[src/rtl/aexm_ibuf.sv]
// Instruction buffer between the I-cache and the control stage: small FIFO, issue registers, IMM-prefix merge.
// Define AEXM_IBUF_BYPASS_EN to let a word reach xIREG combinationally when the FIFO is empty.
module aexm_ibuf #(
  parameter int DEPTH = 2
) (
  input  logic        gclk,
  input  logic        grst_n,
  input  logic        d_en,
  input  logic        i_valid,
  input  logic [31:0] aexm_icache_datai,
  output logic        i_ready,
  input  logic        bFLUSH,
  output logic [31:0] xIREG,
  output logic        x_valid,
  output logic [5:0]  rOPC,
  output logic [4:0]  rRD,
  output logic [4:0]  rRA,
  output logic [4:0]  rRB,
  output logic [10:0] rALT,
  output logic [15:0] rIMM,
  output logic [31:0] rSIMM,
  output logic        xINT_OK
);

  localparam int AW = (DEPTH > 1) ? $clog2(DEPTH) : 1;
  localparam logic [AW:0] FULL = (AW + 1)'(DEPTH);
  localparam logic [5:0]  OPC_IMM = 6'o54;

  logic [31:0]   mem [DEPTH];
  logic [AW-1:0] rdPtr, wrPtr;
  logic [AW:0]   count;
  logic          immHold;
  logic [15:0]   immHi;

  logic empty, bypass, pop, fifoPop, push;

  always_comb begin
    empty = (count == '0);
`ifdef AEXM_IBUF_BYPASS_EN
    bypass = empty && i_valid;
`else
    bypass = 1'b0;
`endif
    i_ready = (count < FULL);
    x_valid = !empty || bypass;
    xIREG   = '0;
    if (!empty)
      xIREG = mem[rdPtr];
    else if (bypass)
      xIREG = aexm_icache_datai;
    pop     = d_en && x_valid && !bFLUSH;
    fifoPop = pop && !empty;
    // A bypassed word that is issued this cycle never enters the FIFO.
    push    = i_valid && i_ready && !bFLUSH && !(bypass && pop);
    xINT_OK = !immHold && !(x_valid && xIREG[31:26] == OPC_IMM);
  end

  always_ff @(posedge gclk) begin
    if (push)
      mem[wrPtr] <= aexm_icache_datai;
  end

  always_ff @(posedge gclk or negedge grst_n) begin
    if (!grst_n) begin
      count   <= '0;
      rdPtr   <= '0;
      wrPtr   <= '0;
      immHold <= 1'b0;
      immHi   <= '0;
    end else if (bFLUSH) begin
      count   <= '0;
      rdPtr   <= '0;
      wrPtr   <= '0;
      immHold <= 1'b0;
    end else begin
      if (push)
        wrPtr <= wrPtr + 1'b1;
      if (fifoPop)
        rdPtr <= rdPtr + 1'b1;
      if (push && !fifoPop)
        count <= count + 1'b1;
      else if (fifoPop && !push)
        count <= count - 1'b1;
      if (pop) begin
        immHold <= (xIREG[31:26] == OPC_IMM);
        if (xIREG[31:26] == OPC_IMM)
          immHi <= xIREG[15:0];
      end
    end
  end

  // Issue registers follow d_en even during a flush; xIREG is zero when nothing is valid.
  always_ff @(posedge gclk or negedge grst_n) begin
    if (!grst_n) begin
      rOPC  <= '0;
      rRD   <= '0;
      rRA   <= '0;
      rRB   <= '0;
      rALT  <= '0;
      rIMM  <= '0;
      rSIMM <= '0;
    end else if (d_en) begin
      rOPC  <= xIREG[31:26];
      rRD   <= xIREG[25:21];
      rRA   <= xIREG[20:16];
      rRB   <= xIREG[15:11];
      rALT  <= xIREG[10:0];
      rIMM  <= xIREG[15:0];
      rSIMM <= immHold ? {immHi, xIREG[15:0]} : {{16{xIREG[15]}}, xIREG[15:0]};
    end
  end

endmodule
[config.mk]
export PLATFORM = sky130hd
export DESIGN_NAME = aexm_ibuf
export DESIGN_NICKNAME = d
export VERILOG_FILES = /design/src/rtl/aexm_ibuf.sv
export SDC_FILE = /design/constraint.sdc
export NUM_CORES = 1
export LEC_CHECK = 0
export ABC_AREA = 1
export BUFFER_PORTS_ARGS = -buffer_cell sky130_fd_sc_hd__buf_2
export CAP_MARGIN = 15
export CORE_MARGIN = 1
export CORE_UTILIZATION = 52
export CTS_CLUSTER_SIZE = 14
export DETAILED_ROUTE_END_ITERATION = 7
export PLACE_DENSITY = 0.78
export SLEW_MARGIN = 20
export SYNTH_ARGS = -nofsm -noshare
export SYNTH_HDL_FRONTEND = slang
export SYNTH_SLANG_ARGS = --single-unit
[constraint.sdc]
create_clock -name gclk -period 3.1 [get_ports gclk]
set_clock_uncertainty 0.1 [all_clocks]
set_input_delay 0.465 -clock gclk [delete_from_list [all_inputs] [get_ports gclk]]
set_output_delay 0.465 -clock gclk [all_outputs]
set_load 0.05 [all_outputs]
==> results of run 1 <==
stage by stage:
| stage | cell area [um^2] | util | instances |
|---|---|---|---|
| final | 6700 | 0.649 | 796 |
| after global routing | 6700 | 0.649 | 796 |
| after CTS | 6700 | 0.649 | 796 |
| after detailed placement | 6140 | 0.595 | 763 |
| after global placement | 6140 | 0.595 | 763 |
| after floorplan | 5540 | - | 527 |
cell type report:
cell class	count	area [um^2]
clock buffer	20	468
tap	136	170
sequential	133	3650
multi-input combinational	322	1460
timing repair buffer	159	821
fill	841	3630
clock inverter	12	76.3
inverter	14	55.1
repair_timing:
item                                   CTS  global route
hold buffers                             1             0
buffers inserted                         0             0
setup endpoints to repair                0             0
endpoints found under the hold margin    4             0
flip-flops by register name, indices dropped and copies added, names as in the netlist:
name	cells
mem	64
rSIMM	17
immHi	16
rALT	10
rOPC	6
rRA	5
rRD	5
rRB	4
count	2
immHold	1
rIMM	1
rdPtr	1
wrPtr	1
synth_stat cells (5+ instances only):
| cell | n | area (um^2) |
|---|---|---|
| edfxtp_1 | 64 | 1920 |
| dfrtp_1 | 69 | 1730 |
| o21ai_0 | 6 | 30.0 |
| buf_2 | 7 | 35.0 |
| buf_6 | 5 | 56.3 |
| nand4_1 | 17 | 106 |
| buf_4 | 34 | 255 |
| a21oi_1 | 60 | 300 |
| nand2_1 | 201 | 754 |
| nor2_1 | 20 | 75.1 |
| clkbuf_1 | 8 | 30.0 |
| inv_1 | 9 | 33.8 |
worst reg2reg max path, delay by kind of cell, from the launching register on:
| kind | cells | cell delay [ns] |
|---|---|---|
| AND/OR/NAND/NOR | 7 | 1.04 |
| flip-flops | 1 | 0.42 |
| buffers and inverters | 1 | 0.28 |
cell families (layout without fill, tap and decap cells):
family / count (synthesis) / count (layout) / share of synthesized area
simple gates: 254 / 254 / 0.199
buf+inv: 72 / 205 / 0.0806
compound gates: 68 / 68 / 0.0621
flops: 133 / 133 / 0.659
layer usage:
metal / GRT usage / vias up / part of all wire
met1: 0.316 / 1999 / 0.43
met4: 0.0915 / 2 / 0.015
li1: - / 1949 / -
met5: 0 / - / 0.0010
met3: 0.0631 / 15 / 0.066
met2: 0.377 / 150 / 0.49
how the worst min path moves through the flow:
stage / start / to / slack, ns / cells after the start
2_1_floorplan: grst_n / count[0]$_DFFE_PN0P_ / 0.07 / 0
3_3_place_gp: immHi[6]$_DFFE_PN0P_ / immHi[6]$_DFFE_PN0P_ / 0.36 / 2
3_5_place_dp: immHi[1]$_DFFE_PN0P_ / immHi[1]$_DFFE_PN0P_ / 0.36 / 2
4_1_cts: aexm_icache_datai[0] / mem[1][0]$_DFFE_PP_ / 0.02 / 1
5_1_grt: aexm_icache_datai[12] / mem[0][12]$_DFFE_PP_ / 0.01 / 1
6_report: aexm_icache_datai[19] / mem[1][19]$_DFFE_PP_ / 0.04 / 1
==> run_results.csv, run 1 <==
group,metric,value,unit
worst_setup_path,critPathBufInv,2,
yosys,syn_avg_cell_area,10.5,um^2
cts,h-tree-depth,4,
route,vias_per_cell,5.17,
worst_setup_path,cpPeakStageDelay,0.42,ns
worst_setup_path,critPathMaxFanout,33,
cts,cts-root-buf,"clkbuf_8",
timing,fin_ws,0.312,ns
yosys,ys_seq_area_frac,0.659,
min_path,hp-class,"input pin to flip-flop",
worst_setup_path,crit_arrival,2.22,ns
cts,cts_resized,0,
worst_setup_path,worst_setup_path_start_kind,"flip-flop",
finish,mostFrequentLayoutCells,"201 x nand2_1, 150 x buf_2, 69 x dfrtp_1",
global_routing,antenna_found_initial,1,
worst_setup_path,crit_family,"simple AND/OR/NAND/NOR gates",
timing,hold_viol,0,
route,vias,4115,
cts,cts.sinks,133,
yosys,synth_top_flop_cell,"dfrtp_1",
floorplanning,die-area,11100,um^2
global_routing,overflow,0,
cts,path_clk_slew,0.06,ns
global_routing,grt_pass1_wl,20200,um
global_routing,grt_max_degree,70,
cts,worst_skew_pair.late_latency,0.51,ns
worst_setup_path,r2r_cells,8,
floorplanning,ioPinCount,152,
placed_design,place_hpwl,8210,um
timing,max_freq,359,MHz
route,routedWlPerCell,15.7,um
timing,layout_worst_path_cycle_share,0.899,
worst_setup_path,path_class,"flip-flop to output port",
worst_setup_path,endpoint_kind,"output port",
timing,setup_viol,0,
worst_setup_path,r2r-end,"immHi[8]$_DFFE_PN0P_",
run_status,status,"finished, final reports clean",
finish,layout-drive-gt1-share,0.315,
timing,worstMarginPinSlew,0.887,ns
worst_setup_path,crit_end,"xINT_OK",
yosys,syn_nets,564,
route,ant_nets,0,
worst_setup_path,required,2.53,ns
timing,hold_slack,0.0390,ns
worst_setup_path,crit_top_cell,"nand2_1",
worst_setup_path,path_cells,"inv_4 -> nand2_1 -> nand2_1 -> nand3_4 -> nor2_8 -> a21oi_1 -> buf_2",
timing,finalSetupTns,0,ns
placed_design,portBuffers,151,
finish,num_antenna_cells,0,
route,wl,12500,um
global_routing,grt_pass1_vias,3994,
placed_design,gp_congestion,0.759,
worst_setup_path,rr_startpoint,"rdPtr$_DFFE_PN0P_",
floorplanning,die_x,105,um
worst_setup_path,critPathSlowestCell,"dfrtp_1",
yosys,yosys_warnings,0,
cts,cts_tree,"built",
floorplanning,core_area,10300,um^2
job,cap_violations,0,
yosys,async_flop_share,0.519,
yosys,ys_types,25,
route,remaining_drc_errors,0,
cts,clockBufferDepth,2,
cts,cts_buffers,17,
floorplanning,start_util,0.537,
finish,syn_to_final_growth,20.9,%
timing,post-route-min-period,2.79,ns
worst_setup_path,crit_cells,7,
floorplanning,rows,37,
finish,final_common_cell,"nand2_1",
yosys,syn_area,5540,um^2
timing,max_slew_margin,0.409,
timing,slew_viol_final,0,
yosys,synth_seq_cells,133,
yosys,synthCells,527,
timing,rsz0062_at_grt,"false",
worst_setup_path,crit_start,"rdPtr$_DFFE_PN0P_",
global_routing,grt_use_total,0.238,
floorplanning,die_y,105,um
yosys,synth_edf_count,64,
route,drtIter0Drc,252,
finish,nNetsFinal,684,
route,firstDrtPassIters,4,
worst_setup_path,reg2reg_slack,1.14,ns
placed_design,dp_slack,0.862,ns
Power of run 1 is left out: the tool's default activity adds up to more than one toggle a clock period on the data nets, which glitch-free logic cannot reach.
==> inputs of run 2 (changes only) <==
--- a/config.mk
+++ b/config.mk
@@ -12,7 +12,7 @@
 export CORE_UTILIZATION = 52
 export CTS_CLUSTER_SIZE = 14
 export DETAILED_ROUTE_END_ITERATION = 7
-export PLACE_DENSITY = 0.78
+export PLACE_DENSITY = 0.79
 export SLEW_MARGIN = 20
 export SYNTH_ARGS = -nofsm -noshare
 export SYNTH_HDL_FRONTEND = slang
==> run_results.csv, run 2 (synthesis gave the netlist of run 1 again) <==
group,metric,value,unit
timing,finalSetupTns,0,ns
timing,hold_viol,0,
timing,rsz0062_at_grt,"false",
timing,post-route-min-period,2.83,ns
finish,final_common_cell,"nand2_1",
route,remaining_drc_errors,0,
floorplanning,start_util,0.537,
global_routing,grt_pass1_wl,20200,um
worst_setup_path,worst_setup_path_start_kind,"flip-flop",
finish,nNetsFinal,682,
finish,reg_top3,"mem (64), rSIMM (17), immHi (16)",
floorplanning,die_x,105,um
finish,top_register,"mem",
cts,cts-root-buf,"clkbuf_8",
worst_setup_path,reg2reg_slack,1.12,ns
job,cap_violations,0,
route,vias,4128,
timing,worstMarginPinSlew,0.968,ns
route,vias_per_cell,5.20,
route,drtIter0Drc,294,
min_path,hp-class,"input pin to flip-flop",
cts,h-tree-depth,4,
route,firstDrtPassIters,5,
worst_setup_path,crit_arrival,2.26,ns
floorplanning,ioPinCount,152,
route,wl,12600,um
floorplanning,rows,37,
finish,layout-drive-gt1-share,0.313,
global_routing,overflow,0,
cts,clockBufferDepth,2,
worst_setup_path,crit_top_cell,"nand2_1",
placed_design,dp.cells,761,
timing,max_freq,354,MHz
cts,worst_skew_pair.late_latency,0.51,ns
floorplanning,die-area,11100,um^2
worst_setup_path,path_class,"flip-flop to output port",
cts,cts_buffers,17,
route,routedWlPerCell,15.8,um
worst_setup_path,cpPeakStageDelay,0.42,ns
timing,max_slew_margin,0.353,
route,ant_nets,0,
worst_setup_path,required,2.53,ns
finish,stdcell_count,794,
placed_design,gp_congestion,0.803,
timing,slew_viol_final,0,
floorplanning,core_area,10300,um^2
finish,num_antenna_cells,0,
cts,cts.sinks,133,
placed_design,place_hpwl,8300,um
global_routing,grt_use_total,0.239,
cts,path_clk_slew,0.06,ns
worst_setup_path,endpoint_kind,"output port",
placed_design,portBuffers,151,
worst_setup_path,critPathSlowestCell,"dfrtp_1",
worst_setup_path,critPathMaxFanout,33,
finish,mostFrequentLayoutCells,"201 x nand2_1, 150 x buf_2, 69 x dfrtp_1",
cts,cts_tree,"built",
global_routing,grt_max_degree,70,
run_status,status,"finished, final reports clean",
worst_setup_path,crit_family,"buffers and inverters",
timing,layout_worst_path_cycle_share,0.912,
timing,setup_viol,0,
finish,syn_to_final_growth,21.3,%
worst_setup_path,path_cells,"inv_4 -> nand2_1 -> nand2_1 -> nand2_1 -> nand2_1 -> nor2_8 -> a21oi_1 -> buf_2",
finish,largest_reg_flops,64,
global_routing,antenna_found_initial,1,
cts,cts_resized,0,
floorplanning,die_y,105,um
cts,post_cts_buffers,0,
global_routing,grt_pass1_vias,4026,
worst_setup_path,critPathBufInv,2,
run 2: cell count changes in the layout (fill, tap and decap cells not counted):
cell       previous run  this run
buf_4                 8         6
clkinv_4              3         2
clkbuf_16            18        16
inv_6                 0         6
clkbuf_1              1         0
inv_8                 0         2
clkinv_2              6         1
clkinv_1              1         2
bufinv_16             0         2
inv_4                 3         1
run 2: area by class of cell:
class	instances	area, um^2
tap	136	170
clock inverter	15	169
timing repair buffer	157	806
inverter	14	55.1
clock buffer	17	414
fill	800	3600
sequential	133	3650
multi-input combinational	322	1460
run 2: timing repair:
| item | in CTS | in global routing |
|---|---|---|
| hold endpoints to repair | 4 | 0 |
| endpoints found under the setup margin | 0 | 0 |
| hold buffers | 1 | 0 |
run 2: path summary, 6_finish.rpt:
check	startpoint	cells past startpoint	to
min in group asynchronous	grst_n	2	rSIMM[29]$_DFFE_PN0P_
min reg2reg	immHi[14]$_DFFE_PN0P_	2	immHi[14]$_DFFE_PN0P_
max reg2reg	rdPtr$_DFFE_PN0P_	8	immHi[3]$_DFFE_PN0P_
max	rdPtr$_DFFE_PN0P_	8	xINT_OK
max in group asynchronous	grst_n	2	rOPC[3]$_DFFE_PN0P_
min	aexm_icache_datai[17]	1	mem[1][17]$_DFFE_PP_
run 2: layer usage:
layer | global-route usage | share of wire | vias up
met2 | 0.391 | 0.50 | 167
li1 | - | - | 1949
met5 | 0 | 0 | -
met4 | 0.0795 | 0.0091 | 0
met1 | 0.322 | 0.43 | 2000
met3 | 0.0489 | 0.062 | 12
run 2: worst register-to-register path: cells and delay by family, from the launching register on:
kind                   cells  cell delay, ns
flip-flops                 1            0.42
AND/OR/NAND/NOR            7            1.06
buffers and inverters      1            0.29
run 2: stage by stage:
stage	area [um^2]	hold slack [ns]	util	setup WS, ns
after floorplan	5540	0.0694	-	0.279
after global placement	6130	0.354	0.594	0.899
after detailed placement	6130	0.360	0.594	0.858
after CTS	6720	0.0228	0.651	0.289
after global routing	6720	0.0269	0.651	0.122
final	6720	0.0424	0.651	0.271
Power of run 2 is left out for the same reason.
